==> config.mk <==
export PLATFORM = sky130hd
export DESIGN_NAME = arm_reg_scoreboard
export DESIGN_NICKNAME = d
export VERILOG_FILES = /design/src/rtl/arm_reg_scoreboard.sv
export SDC_FILE = /design/constraint.sdc
export NUM_CORES = 1
export LEC_CHECK = 0
export CORE_MARGIN = 4
export CORE_UTILIZATION = 42
export CTS_CLUSTER_DIAMETER = 150
export DETAILED_ROUTE_END_ITERATION = 8
export GPL_TIMING_DRIVEN = 0
export PLACE_DENSITY = 0.58
export SYNTH_ARGS = -nofsm -noshare
export SYNTH_HDL_FRONTEND = slang
export SYNTH_SLANG_ARGS = --single-unit
==> constraint.sdc <==
create_clock -name clk -period 11.6 [get_ports clk]
set_clock_uncertainty 0.2 [all_clocks]
set_input_delay 1.74 -clock clk [delete_from_list [all_inputs] [get_ports clk]]
set_output_delay 1.74 -clock clk [all_outputs]
set_load 0.05 [all_outputs]
==> src/rtl/arm_reg_scoreboard.sv <==
// Per-register pending-write scoreboard for the 5-stage ARM pipeline.
// ID records each issued register write, WB retires it, and the branch-flush
// path kills squashed writes. ID asks whether its source operands are still
// waiting on an in-flight write and receives a combinational stall request.
module arm_reg_scoreboard #(
  parameter int REG_W    = 4,
  parameter int NUM_REGS = 16,
  parameter int CNT_W    = 2,
  parameter int TOT_W    = 6
) (
  input  logic                clk,
  input  logic                rst,
  input  logic                issue_valid,
  input  logic                issue_wb_en,
  input  logic [REG_W-1:0]    issue_dest,
  output logic                issue_ready,
  input  logic                retire_valid,
  input  logic [REG_W-1:0]    retire_dest,
  input  logic                kill_valid,
  input  logic [REG_W-1:0]    kill_dest,
  input  logic [REG_W-1:0]    src1,
  input  logic [REG_W-1:0]    src2,
  input  logic                has_two_src,
  output logic                hazard_detected,
  output logic [NUM_REGS-1:0] pending,
  output logic [TOT_W-1:0]    outstanding,
  output logic                overflow_err,
  output logic                underflow_err
);

  localparam logic [CNT_W-1:0] MAX_CNT = '1;

  logic [CNT_W-1:0]    cnt_q [NUM_REGS];
  logic [CNT_W-1:0]    cnt_d [NUM_REGS];
  logic [NUM_REGS-1:0] pending_q, pending_d;
  logic [TOT_W-1:0]    outstanding_q, outstanding_d;
  logic                overflow_q, overflow_d;
  logic                underflow_q, underflow_d;

  logic                issue_req;
  logic                inc_eff;
  logic                issue_hit_ret;
  logic                issue_hit_kill;
  logic                ret_src1, ret_src2;
  logic                busy_src1, busy_src2;

  // Issue admission: a saturated counter only accepts another write when a
  // retire or kill to the same register frees a slot on this same edge.
  always_comb begin
    issue_req      = issue_valid & issue_wb_en;
    issue_hit_ret  = retire_valid & (retire_dest == issue_dest);
    issue_hit_kill = kill_valid & (kill_dest == issue_dest);
    issue_ready    = !((cnt_q[issue_dest] == MAX_CNT) && !issue_hit_ret && !issue_hit_kill);
    inc_eff        = issue_req & issue_ready;
  end

  // Stall request: a source is busy if writes remain pending after any
  // same-cycle WB retire (WB forwards through the register file). Kills do
  // not count here, and the issuing instruction never hazards on itself.
  always_comb begin
    ret_src1        = retire_valid & (retire_dest == src1);
    ret_src2        = retire_valid & (retire_dest == src2);
    busy_src1       = cnt_q[src1] > CNT_W'(ret_src1);
    busy_src2       = cnt_q[src2] > CNT_W'(ret_src2);
    hazard_detected = busy_src1 | (has_two_src & busy_src2);
  end

  // Next-state for every counter plus the aggregate total and sticky errors.
  // Decrements are applied retire first, then kill; any decrement that would
  // go below zero is dropped on its own while the others still apply.
  always_comb begin : next_state
    logic [CNT_W:0] avail;
    logic [CNT_W:0] after_ret;
    logic [CNT_W:0] after_kill;
    logic           inc_r, ret_r, kill_r;
    logic           ret_ok, kill_ok;
    logic [1:0]     dec_total;
    logic           uflow;

    // NOTE: every variable gets a default before any conditional use so the
    // block stays purely combinational and no latch is inferred.
    avail      = '0;
    after_ret  = '0;
    after_kill = '0;
    inc_r      = 1'b0;
    ret_r      = 1'b0;
    kill_r     = 1'b0;
    ret_ok     = 1'b0;
    kill_ok    = 1'b0;
    dec_total  = '0;
    uflow      = 1'b0;
    pending_d  = '0;

    for (int r = 0; r < NUM_REGS; r++) begin
      inc_r  = inc_eff & (issue_dest == REG_W'(r));
      ret_r  = retire_valid & (retire_dest == REG_W'(r));
      kill_r = kill_valid & (kill_dest == REG_W'(r));

      // One extra bit absorbs a saturated count plus an issue that is
      // offset by a decrement to the same register.
      avail      = {1'b0, cnt_q[r]} + (CNT_W + 1)'(inc_r);
      ret_ok     = ret_r & (avail != '0);
      after_ret  = avail - (CNT_W + 1)'(ret_ok);
      kill_ok    = kill_r & (after_ret != '0);
      after_kill = after_ret - (CNT_W + 1)'(kill_ok);

      cnt_d[r]     = after_kill[CNT_W-1:0];
      pending_d[r] = (after_kill != '0);
      dec_total    = dec_total + 2'(ret_ok) + 2'(kill_ok);
      uflow        = uflow | (ret_r & ~ret_ok) | (kill_r & ~kill_ok);
    end

    outstanding_d = outstanding_q + TOT_W'(inc_eff) - TOT_W'(dec_total);
    overflow_d    = overflow_q | (issue_req & ~issue_ready);
    underflow_d   = underflow_q | uflow;
  end

  // State registers; reset forgets every in-flight write immediately.
  always_ff @(posedge clk or negedge rst) begin
    if (!rst) begin
      // NOTE: the counter array is architectural state, not a data memory,
      // so each entry is reset explicitly to guarantee an empty scoreboard.
      for (int r = 0; r < NUM_REGS; r++) begin
        cnt_q[r] <= '0;
      end
      pending_q     <= '0;
      outstanding_q <= '0;
      overflow_q    <= 1'b0;
      underflow_q   <= 1'b0;
    end else begin
      // NOTE: non-blocking assignments keep every flop sampling pre-edge values.
      for (int r = 0; r < NUM_REGS; r++) begin
        cnt_q[r] <= cnt_d[r];
      end
      pending_q     <= pending_d;
      outstanding_q <= outstanding_d;
      overflow_q    <= overflow_d;
      underflow_q   <= underflow_d;
    end
  end

  assign pending       = pending_q;
  assign outstanding   = outstanding_q;
  assign overflow_err  = overflow_q;
  assign underflow_err = underflow_q;

endmodule

==> results of run 1 <==
synth_stat cells (2+ instances only):
cell type	number	area [um^2]
nor2b_1	2	12.5
nor4_1	6	37.5
nand2b_1	3	18.8
nand3_1	34	170
or3b_2	2	17.5
and2_1	2	12.5
fa_1	15	300
mux4_2	29	653
buf_2	9	45.0
a31oi_1	2	12.5
nor2_1	27	101
o21ai_0	4	20.0
nor3_1	26	130
and3_1	11	68.8
o22ai_1	4	25.0
xnor2_1	44	385
inv_1	102	383
mux2i_1	3	30.0
a311oi_1	2	17.5
xor2_1	26	228
ha_1	105	1310
o21bai_1	2	15.0
o311a_1	2	20.0
nand3b_1	4	30.0
clkbuf_1	11	41.3
or3_1	13	81.3
nand4_1	6	37.5
nand2_1	16	60.1
a21oi_1	11	55.1
and3b_1	2	17.5
dfrtp_1	56	1400
a21o_1	3	22.5
flip-flops by register name (all words and copies together), names as in the netlist:
signal and flops:
underflow_err 1, pending 16, outstanding 6, cnt_q 32, overflow_err 1
power by group:
| group | internal, W | leakage (nW) | total, W | switching, W |
|---|---|---|---|---|
| Combinational | 0.000395 | 2.53 | 0.000926 | 0.000531 |
| Clock | 0.0000865 | 0.0712 | 0.000158 | 0.0000717 |
| Sequential | 0.000295 | 0.650 | 0.000398 | 0.000103 |
worst paths after layout:
check | startpoint | end | slack, ns
min in group asynchronous | rst | outstanding[5] | 1.24
min reg2reg | overflow_err | overflow_err | 0.29
max in group asynchronous | rst | pending[7] | 9.37
max | issue_dest[0] | outstanding[5] | 0.39
max reg2reg | cnt_q[24] | outstanding[5] | 1.52
min | overflow_err | overflow_err | 0.29
logic make-up (layout without fill, tap and decap cells):
logic type | Yosys count | after routing | synth area share
compound gates | 38 | 38 | 0.0445
fa+ha+maj | 120 | 120 | 0.270
xor+xnor | 70 | 70 | 0.103
buf+inv | 124 | 172 | 0.0811
simple gates | 164 | 164 | 0.150
flops | 56 | 56 | 0.235
mux | 33 | 33 | 0.116
final cells by class:
class                           instances  area (um^2)  share of cell area
Multi-Input combinational cell        425         4120               0.607
Sequential cell                        56         1400               0.206
Timing Repair Buffer                   40          408              0.0601
Inverter                              103          387              0.0570
Tap cell                              180          225              0.0332
Clock buffer                            8          146              0.0216
Buffer                                 21          100              0.0147
metal layers:
| layer | vias up | share of wire |
|---|---|---|
| li1 | 2207 | - |
| met1 | 2304 | 0.43 |
| met2 | 166 | 0.47 |
| met3 | 31 | 0.075 |
| met4 | 0 | 0.029 |
| met5 | - | 0 |
per-stage QoR:
stage,hold slack [ns],setup TNS [ns],total power [W],area (um^2),setup slack [ns]
after floorplan,0.609,0,0.00103,5970,1.19
after global placement,0.264,-0.0775,0.00129,6580,-0.0775
after detailed placement,0.277,-0.107,0.00132,6600,-0.107
after CTS,0.297,0,0.00149,6740,0.163
after global routing,0.307,0,0.00160,6790,0.00180
final,0.295,0,0.00148,6790,0.393
placed cells by master, fill, tap and decap left out, types with 22 or more instances in the layout:
cell               n
clkdlybuf4s50_1   37
dfrtp_1           56
ha_1             105
inv_1            102
mux4_2            29
nand3_1           34
nor2_1            27
nor3_1            22
xnor2_1           44
xor2_1            26
critical path: cells and delay by family:
kind	cells	cell delay (ns)
xor+xnor	8	1.46
simple gates	7	1.81
compound gates	6	1.07
mux	1	0.50
buf+inv	3	0.24
fa+ha+maj	13	4.40
==> impl_results.md, run 1 <==
* Synth Net Count at 752
* Cells on Worst Hold Path at 1
* Placer Congestion at 0.940
* Setup bufs post-CTS at 0
* First-pass GRT wire length at 27.0 mm
* Die height at 127 um
* Total grt overflow at 0
* Sequential fraction of the synthesis area at 0.235
* Clk sink count at 56
* DRT Pass-1 Iters at 5
* Synth warn at 0
* GR Layer Usage met3 at 0.0686
* Tmin final at 11.21 ns
* Crit share post-route at 0.966
* Final setup viols at 0
* Layout Nets at 799
* Routed vias/inst at 5.65
* Hold Crit Class: reg2reg
* Endpoint class of the critical path: flop
* Final Hold Vio Count at 0
* Post-synth EDFFs at 0
* Crit path max fanout at 7
* Final std cells w/o fill at 833
* Total Routing Usage GR at 0.221
* Total CTS buffers at 5
* Via count at 4,708
* Worst-Margin Slew at 0.715 ns
* Main synth FF type: dfrtp_1
* Vias in the first global route at 4,885
* Synth Instances at 605
* Initial DRC Count at 284
* Worst-Skew Late Latency at 0.31 ns
* Post-synth cell types at 53
* Slew margin rel. at 0.524
* Leak pwr at 3.25 nW
* Post-DRT Antenna Nets at 0
* Syn-to-layout area delta at 13.8%
* Grt peak-use layer: met2
* Seq cells post-synth at 56
* Placed cell count at 825
* H-tree depth at 2
* Die span in x at 127 um
* FFs w/ async S/R, synth at 1.00
* Outcome: completed
* CP Class: in2reg
* Layout cells sized above 1 at 0.0934
* Max-cap violations at 0
* Critical Path RT at 11.63 ns
* Clock transition at the registers of the reported paths at 0.07 ns
* Ant. Diodes at 0
* Drt total wl at 17.3 mm
* # fillers at 1,314
* Synthesized area per cell at 9.86 um^2
* Initial antenna violation count at 0
* RSZ-0062 raised after global routing: false
* Critical Path Slowest Stage Cell: fa_1
* Worst Reg-to-Reg Cells at 37
* Max VDD drop at 0.0895 mV
* I/O pins at 53
* CP dominant cell by count: ha_1
* CTS Root Cell: clkbuf_16
* Core area at 0.0139 mm^2
* Fmax at 0.0892 GHz
* Post-Route Utilization at 0.489
* Startpoint Class: input port
* Wirelength per Cell at 20.7 um
* Port bufs at 39
* Max-slew violations at 0
* Number of cell rows at 43
* Routing usage on met2 at 0.355
* # hold bufs at CTS at 0
* Pin count of the biggest net entering global routing at 34
* CP peak stage delay at 0.62 ns
* Die Footprint at 0.0162 mm^2
* Dpl hpwl at 14.4 mm
* CTS tree: done
* # DRC at 0
* Initial Utilization at 0.430
* Mapped Area at 0.00597 mm^2
* Max clock buf depth at 2
* Met1 Usage GRT at 0.282
* Critical path arrival at 11.24 ns
* Resized Gates After CTS at 0
* Power Density at 218 mW/mm^2
No activity file was read; power rests on OpenSTA's default activity.
==> run 2: changes to the inputs <==
--- a/config.mk
+++ b/config.mk
@@ -5,6 +5,7 @@
 export SDC_FILE = /design/constraint.sdc
 export NUM_CORES = 1
 export LEC_CHECK = 0
+export ABC_AREA = 0
 export CORE_MARGIN = 4
 export CORE_UTILIZATION = 42
 export CTS_CLUSTER_DIAMETER = 150
==> results of run 2 <==
The final DEF is identical to that of run 1; final timing and power are the same.
